===== config.mk =====
export PLATFORM = sky130hd
export DESIGN_NAME = rgb2ycbcr_block_stream_flat
export DESIGN_NICKNAME = d
export VERILOG_FILES = /design/src/rtl/rgb2ycbcr_block_stream_pkg.sv /design/src/rtl/rgb2ycbcr_block_stream_if.sv /design/src/rtl/rgb2ycbcr_block_stream_rgb2ycbcr.sv /design/src/rtl/rgb2ycbcr_block_stream.sv /design/src/flat_wrapper.sv
export SDC_FILE = /design/constraint.sdc
export NUM_CORES = 2
export LEC_CHECK = 0
export ABC_AREA = 1
export ABC_CLOCK_PERIOD_IN_PS = 3550
export CAP_MARGIN = 20
export CORE_MARGIN = 5
export CORE_UTILIZATION = 25
export DETAILED_ROUTE_END_ITERATION = 8
export GPL_ROUTABILITY_DRIVEN = 1
export HOLD_SLACK_MARGIN = 0.1
export PLACE_DENSITY = 0.49
export SLEW_MARGIN = 30
export SYNTH_ARGS = -nofsm -noshare
export SYNTH_HDL_FRONTEND = slang
export SYNTH_SLANG_ARGS = --single-unit

===== constraint.sdc =====
create_clock -name clk -period 3.55 [get_ports clk]
set_input_delay 0.71 -clock clk [delete_from_list [all_inputs] [get_ports clk]]
set_output_delay 0.71 -clock clk [all_outputs]
set_load 0.02 [all_outputs]

===== src/rtl/rgb2ycbcr_block_stream_pkg.sv =====
// Shared constants and types for the RGB->YCbCr converter and 8x8 blockizer.
// Q8 coefficients are JFIF full-range; chroma is offset by 128 before clamping.
package jpeg_color_pkg;

  localparam int BLK_PIXELS = 64;
  localparam logic signed [17:0] ROUND_Q8   = 18'sd128;
  localparam logic signed [17:0] CHROMA_OFS = 18'sd128;

  // Rows: Y, Cb, Cr; columns: R, G, B.
  localparam logic signed [17:0] COEF [3][3] = '{
    '{ 18'sd77,   18'sd150,  18'sd29 },
    '{ -18'sd43,  -18'sd85,  18'sd128 },
    '{ 18'sd128,  -18'sd107, -18'sd21 }
  };

  typedef enum logic [1:0] {
    FREE = 2'd0,
    FILL = 2'd1,
    FULL = 2'd2
  } bank_state_t;

  typedef struct packed {
    logic [7:0] r;
    logic [7:0] g;
    logic [7:0] b;
  } pix_t;

  typedef struct packed {
    logic       bank;
    logic [5:0] idx;
  } px_tag_t;

  typedef logic [7:0][7:0][7:0] blk_t;

  function automatic logic [7:0] clamp8(input logic signed [17:0] v);
    if (v < 18'sd0)
      return 8'd0;
    else if (v > 18'sd255)
      return 8'd255;
    else
      return v[7:0];
  endfunction

endpackage


===== src/rtl/rgb2ycbcr_block_stream_if.sv =====
// Pixel-in / block-out handshake bundle; slave is the converter, master the
// producer/consumer side.
interface rgb2ycbcr_block_stream_if;
  import jpeg_color_pkg::*;

  logic       px_valid;
  logic       px_ready;
  logic [7:0] r_in;
  logic [7:0] g_in;
  logic [7:0] b_in;
  logic       blk_valid;
  logic       blk_ready;
  blk_t       y;
  blk_t       cb;
  blk_t       cr;

  modport master (
    output px_valid, r_in, g_in, b_in, blk_ready,
    input  px_ready, blk_valid, y, cb, cr
  );

  modport slave (
    input  px_valid, r_in, g_in, b_in, blk_ready,
    output px_ready, blk_valid, y, cb, cr
  );

endinterface


===== src/rtl/rgb2ycbcr_block_stream_rgb2ycbcr.sv =====
// Single-pixel RGB->YCbCr pipeline: products, sums, shift/clamp; 3 cycles, no stall.
// RGB2YCBCR_LEVEL_SHIFT_EN makes outputs two's complement (MSB inverted).
module rgb2ycbcr
  import jpeg_color_pkg::*;
(
  input  logic       clk,
  input  logic       rst,
  input  logic       in_vld,
  input  pix_t       in_pix,
  input  px_tag_t    in_tag,
  output logic       out_vld,
  output px_tag_t    out_tag,
  output logic [7:0] out_y,
  output logic [7:0] out_cb,
  output logic [7:0] out_cr
);

  logic [7:0]         comp [3];
  logic               s1_vld, s2_vld, s3_vld;
  px_tag_t            s1_tag, s2_tag, s3_tag;
  logic signed [17:0] prod [3][3];
  logic signed [17:0] sum  [3];
  logic [7:0]         res  [3];

  function automatic logic [7:0] finish_px(input logic signed [17:0] s, input logic chroma);
    logic signed [17:0] v;
    logic [7:0]         c;
    v = s >>> 8;
    if (chroma)
      v = v + CHROMA_OFS;
    c = clamp8(v);
`ifdef RGB2YCBCR_LEVEL_SHIFT_EN
    c = c ^ 8'h80;
`endif
    return c;
  endfunction

  always_comb begin
    comp[0] = in_pix.r;
    comp[1] = in_pix.g;
    comp[2] = in_pix.b;
  end

  // Only the valid bits are reset; in-flight data is dropped with them.
  always_ff @(posedge clk) begin
    if (!rst) begin
      s1_vld <= 1'b0;
      s2_vld <= 1'b0;
      s3_vld <= 1'b0;
    end else begin
      s1_vld <= in_vld;
      s2_vld <= s1_vld;
      s3_vld <= s2_vld;
    end
  end

  always_ff @(posedge clk) begin
    s1_tag <= in_tag;
    s2_tag <= s1_tag;
    s3_tag <= s2_tag;
    for (int i = 0; i < 3; i++) begin
      for (int j = 0; j < 3; j++)
        prod[i][j] <= $signed({10'd0, comp[j]}) * COEF[i][j];
      sum[i] <= prod[i][0] + prod[i][1] + prod[i][2] + ROUND_Q8;
    end
    res[0] <= finish_px(sum[0], 1'b0);
    res[1] <= finish_px(sum[1], 1'b1);
    res[2] <= finish_px(sum[2], 1'b1);
  end

  assign out_vld = s3_vld;
  assign out_tag = s3_tag;
  assign out_y   = res[0];
  assign out_cb  = res[1];
  assign out_cr  = res[2];

endmodule


===== src/rtl/rgb2ycbcr_block_stream.sv =====
// Converts a raster-in-block RGB stream into 8x8 Y/Cb/Cr blocks; block valid 3 cycles after pixel 63.
// Ping-pong banks: px_ready drops when both banks hold unread blocks; optional RGB2YCBCR_LEVEL_SHIFT_EN.
module rgb2ycbcr_block_stream
  import jpeg_color_pkg::*;
(
  input  logic                    clk,
  input  logic                    rst,
  rgb2ycbcr_block_stream_if.slave bus
);

  bank_state_t bank_st [2];
  logic        acc_bank;
  logic        rd_bank;
  logic [5:0]  acc_cnt;
  blk_t        ybuf [2];
  blk_t        cbbuf [2];
  blk_t        crbuf [2];

  logic        acc, rel;
  pix_t        px;
  px_tag_t     acc_tag;
  logic        wr_vld;
  px_tag_t     wr_tag;
  logic [7:0]  wr_y, wr_cb, wr_cr;

  assign px            = {bus.r_in, bus.g_in, bus.b_in};
  assign acc_tag       = {acc_bank, acc_cnt};
  assign bus.px_ready  = (bank_st[acc_bank] != FULL);
  assign bus.blk_valid = (bank_st[rd_bank] == FULL);
  assign acc           = bus.px_valid & bus.px_ready;
  assign rel           = bus.blk_valid & bus.blk_ready;
  assign bus.y         = ybuf[rd_bank];
  assign bus.cb        = cbbuf[rd_bank];
  assign bus.cr        = crbuf[rd_bank];

  rgb2ycbcr u_cvt (
    .clk     (clk),
    .rst     (rst),
    .in_vld  (acc),
    .in_pix  (px),
    .in_tag  (acc_tag),
    .out_vld (wr_vld),
    .out_tag (wr_tag),
    .out_y   (wr_y),
    .out_cb  (wr_cb),
    .out_cr  (wr_cr)
  );

  // A FULL transition and a release always target different banks, so both may land together.
  always_ff @(posedge clk) begin
    if (!rst) begin
      bank_st[0] <= FREE;
      bank_st[1] <= FREE;
      acc_bank   <= 1'b0;
      rd_bank    <= 1'b0;
      acc_cnt    <= 6'd0;
    end else begin
      if (acc) begin
        if (bank_st[acc_bank] == FREE)
          bank_st[acc_bank] <= FILL;
        acc_cnt <= acc_cnt + 6'd1;
        if (acc_cnt == 6'(BLK_PIXELS - 1))
          acc_bank <= ~acc_bank;
      end
      if (wr_vld && wr_tag.idx == 6'(BLK_PIXELS - 1))
        bank_st[wr_tag.bank] <= FULL;
      if (rel) begin
        bank_st[rd_bank] <= FREE;
        rd_bank          <= ~rd_bank;
      end
    end
  end

  always_ff @(posedge clk) begin
    if (!rst) begin
      for (int b = 0; b < 2; b++) begin
        ybuf[b]  <= '0;
        cbbuf[b] <= '0;
        crbuf[b] <= '0;
      end
    end else if (wr_vld) begin
      ybuf[wr_tag.bank][wr_tag.idx[5:3]][wr_tag.idx[2:0]]  <= wr_y;
      cbbuf[wr_tag.bank][wr_tag.idx[5:3]][wr_tag.idx[2:0]] <= wr_cb;
      crbuf[wr_tag.bank][wr_tag.idx[5:3]][wr_tag.idx[2:0]] <= wr_cr;
    end
  end

endmodule


===== src/flat_wrapper.sv =====
// flat-port wrapper written by rule: the top's interface ports become plain ports
module rgb2ycbcr_block_stream_flat import jpeg_color_pkg::*;
  (clk, rst, bus_px_valid, bus_r_in, bus_g_in, bus_b_in, bus_blk_ready, bus_px_ready, bus_blk_valid, bus_y, bus_cb, bus_cr);
  rgb2ycbcr_block_stream_if bus_i ();
  input  logic clk;
  input  logic rst;
  input wire logic [$bits(bus_i.px_valid)-1:0] bus_px_valid;
  input wire logic [$bits(bus_i.r_in)-1:0] bus_r_in;
  input wire logic [$bits(bus_i.g_in)-1:0] bus_g_in;
  input wire logic [$bits(bus_i.b_in)-1:0] bus_b_in;
  input wire logic [$bits(bus_i.blk_ready)-1:0] bus_blk_ready;
  output wire logic [$bits(bus_i.px_ready)-1:0] bus_px_ready;
  output wire logic [$bits(bus_i.blk_valid)-1:0] bus_blk_valid;
  output wire logic [$bits(bus_i.y)-1:0] bus_y;
  output wire logic [$bits(bus_i.cb)-1:0] bus_cb;
  output wire logic [$bits(bus_i.cr)-1:0] bus_cr;
  assign bus_i.px_valid = bus_px_valid;
  assign bus_i.r_in = bus_r_in;
  assign bus_i.g_in = bus_g_in;
  assign bus_i.b_in = bus_b_in;
  assign bus_i.blk_ready = bus_blk_ready;
  assign bus_px_ready = bus_i.px_ready;
  assign bus_blk_valid = bus_i.blk_valid;
  assign bus_y = bus_i.y;
  assign bus_cb = bus_i.cb;
  assign bus_cr = bus_i.cr;
  rgb2ycbcr_block_stream u_core (.clk(clk), .rst(rst), .bus(bus_i));
endmodule

==> metrics.txt <==
Synth Register Bits 3276; Setup WS post-layout -0.192 ns; worst r2r path cells 6; hold bufs inserted after CTS 0; setup TNS -13.05 ns; # fillers 57200; result of the run finished with violations; total global-route track usage 20.0%; Layout Cells excl Fill 23500; Area growth syn-to-layout 32.4%; die height 764 um; CTS Buffer Depth 4; post-route ant nets 0; xor and xnor area share after synthesis 0.413%; core area 0.566 mm^2; dpl ws -0.885 ns; Routed WL 618000 um; die width 764 um; CP dominant cell by count nand2_1; Core Rows 276; Rel. slew slack 32.0%; initial core utilization 25.1%; Power Density 597 mW/mm^2; CTS tree built; MaxCap Viol Count 0; Peak VDD IR 0.757 mV; Post-layout nets 16200; # clock sinks 3276; Clk pin slew, worst setup/hold paths 0.06 ns; Post-synth top flop edfxtp_1; worst stage delay on the critical path 0.66 ns; first-pass GRT wire length 828000 um; WP data required 2.84 ns; Syn Std Cell Area 0.142 mm^2; hpwl dp 409000 um; Min-Delay Path Class flop to flop; Root Buffer clkbuf_16; initial antenna violation count 63; PortBufs 1565; CTS buffer count 374; GR Overflow Total 0; crit end category output port; I/O pins 1566; Worst Skew 0.0786 ns; endpoints failing setup 247; Tcrit/Tclk final 105%; Synth Warn # 0; Routed wire per std cell 26.3 um; full die area 0.583 mm^2; Final Util 33.3%; vias in the first global route 99700; kind of critical path flop to output port; share of cells above drive strength 1 13.5%; Post-synth ARST share 0%; sequential share of the synthesized area 67.8%; DR pass1 iterations 6; Post-synth EDFFs 3072; drc violations 0; crit-path cells buf_12, buf_16, nand2_1, nand2_1, clkdlybuf4s50_1; Mapped Nets 14400; Worst Path Arrival 3.03 ns; Tmin final 3.74 ns; mean post-synth cell area 10.2 um^2; crit path max fanout 45; Tot Pwr 112 mW; fin. max-slew vios 0; largest family of logic cells by synthesized area simple AND/OR/NAND/NOR gates; CTS H-tree lvls 5; leakage power 87.0 nW; DP Cell Count 22700; Post-Synth Simple-Gate Area 22.9%; adder-cell share of the synthesized area 4.58%; Max Freq 267 MHz; cell at the slowest stage of the critical path clkdlybuf4s50_1; Via-to-Cell Ratio 4.55; Worst-Margin Slew 1.02 ns; DR iter-0 viols 10700; pin count of the biggest net entering global routing 88; clock latency on the worst-skew pair 0.99 ns; failing checks negative setup slack; Netlist cell types 32; post-synthesis compound-gate area fraction 0.808%; Routability Congestion 0.842; mux cell area share after synthesis 0%; CP Launch Type flop; Cells after Synth 13900; final hold violations 0; total number of vias 107000; RSZ-0062 raised after global routing yes; Hold Path Stages 0
## kinds of logic (layout without fill, tap and decap cells)
| logic type | count (synthesis) | count (layout) |
|---|---|---|
| simple gates | 8548 | 8548 |
| flops | 3276 | 3276 |
| buf+inv | 1318 | 3396 |
| fa+ha+maj | 461 | 461 |
| compound gates | 212 | 212 |
| xor+xnor | 67 | 67 |
| other cells | 0 | 22 |
## metal layers
layer  global-route usage [%]  vias to the layer above  part of all wire (%)
met2                     32.2                     4179                    46
met3                     3.01                      769                   6.8
met5                        0                        -                 0.023
met1                     27.2                    53400                    43
met4                     7.51                       22                   4.2
li1                         -                    48500                     -
## where the power goes
group	leakage (nW)	switching [mW]	internal [mW]	total, mW
registers	32.4	1.13	44.5	45.6
logic	49.0	21.8	7.60	29.4
clock network	5.59	16.6	20.9	37.4
## worst max-delay path, delay by kind of cell, from the launching register on
kind                   cells  cell delay, ns
buffers and inverters      3            1.19
flip-flops                 1            0.46
AND/OR/NAND/NOR            2            0.26
## timing repair
action / CTS / global route
endpoints found under the hold margin: 0 / 0
pin swaps: 16 / 35
resized for setup: 1778 / 1391
cloned: 22 / 41
endpoints found under the setup margin: 1489 / 1387
buffers inserted: 30 / 43
## area by class of cell
class	count	area (um^2)	share of cell area, %
Timing Repair Buffer	2395	27500	14.6
Tap cell	7506	9390	4.99
Antenna cell	22	55.1	0.0293
Inverter	335	1460	0.773
Sequential cell	3276	96300	51.2
Clock inverter	183	1720	0.913
Clock buffer	483	9870	5.24
Multi-Input combinational cell	9288	41800	22.2
## path summary, 6_finish.rpt
kind | from | to | slack, ns
hold / removal | u_core.u_cvt.s2_tag[1]$_DFF_P_ | u_core.u_cvt.out_tag[1]$_DFF_P_ | 0.30
setup reg to reg | u_core.u_cvt.out_tag[1]$_DFF_P_ | u_core.cbbuf[1][274]$_SDFFCE_PN0P_ | 0.53
setup / recovery | flop | bus_cr[203] | -0.19
hold reg to reg | u_core.u_cvt.s2_tag[1]$_DFF_P_ | u_core.u_cvt.out_tag[1]$_DFF_P_ | 0.30
## sequential cells by signal, indices dropped and copies added, names as in the netlist, 6 cells and up, named ones only
register and count:
u_core.u_cvt.s1_tag 7, u_core.acc_cnt 6, u_core.u_cvt.prod 112, u_core.cbbuf 1024, u_core.u_cvt.sum 30, u_core.u_cvt.res 24
u_core.ybuf 1024, u_core.u_cvt.out_tag 7, u_core.u_cvt.s2_tag 7, u_core.crbuf 1024
## cells in the mapped netlist (3+ instances only)
library cell | number | share of area (%)
buf_1 | 34 | 0.090
o31ai_1 | 3 | 0.016
edfxtp_1 | 3072 | 65
nor3_1 | 25 | 0.088
nor4_1 | 8 | 0.035
nand3_1 | 226 | 0.80
buf_2 | 14 | 0.049
a31oi_1 | 9 | 0.040
xnor2_1 | 12 | 0.074
nand2_1 | 5079 | 13
nor2_1 | 3179 | 8.4
inv_1 | 330 | 0.87
dfxtp_1 | 204 | 2.9
fa_1 | 99 | 1.4
xor2_1 | 55 | 0.34
inv_2 | 4 | 0.011
o21bai_1 | 10 | 0.053
nor4_2 | 5 | 0.044
o21ai_0 | 68 | 0.24
a21o_1 | 10 | 0.053
nand4_1 | 20 | 0.088
a21oi_1 | 105 | 0.37
clkbuf_1 | 935 | 2.5
ha_1 | 362 | 3.2
o21a_1 | 3 | 0.016
## cell usage in the layout, fill, tap and decap left out, drive strengths merged, types with 55 or more instances in the layout
cell type / n
nand2: 5079
nor2: 3179
edfxtp: 3072
buf: 1036
dlymetal6s2s: 735
clkbuf: 591
ha: 362
inv: 349
clkdlybuf4s15: 256
nand3: 226
dfxtp: 204
dlygate4sd2: 174
clkinv: 143
a21oi: 105
fa: 99
clkdlybuf4s50: 77
o21ai: 68
xor2: 55
## through the flow
stage          hold slack, ns  instance area [um^2]
2_1_floorplan           0.310                142000
3_3_place_gp            0.311                171000
3_5_place_dp            0.313                171000
4_1_cts                 0.272                185000
5_1_grt                 0.310                188000
6_report                0.303                188000
No activity file was read; power rests on OpenSTA's default activity.
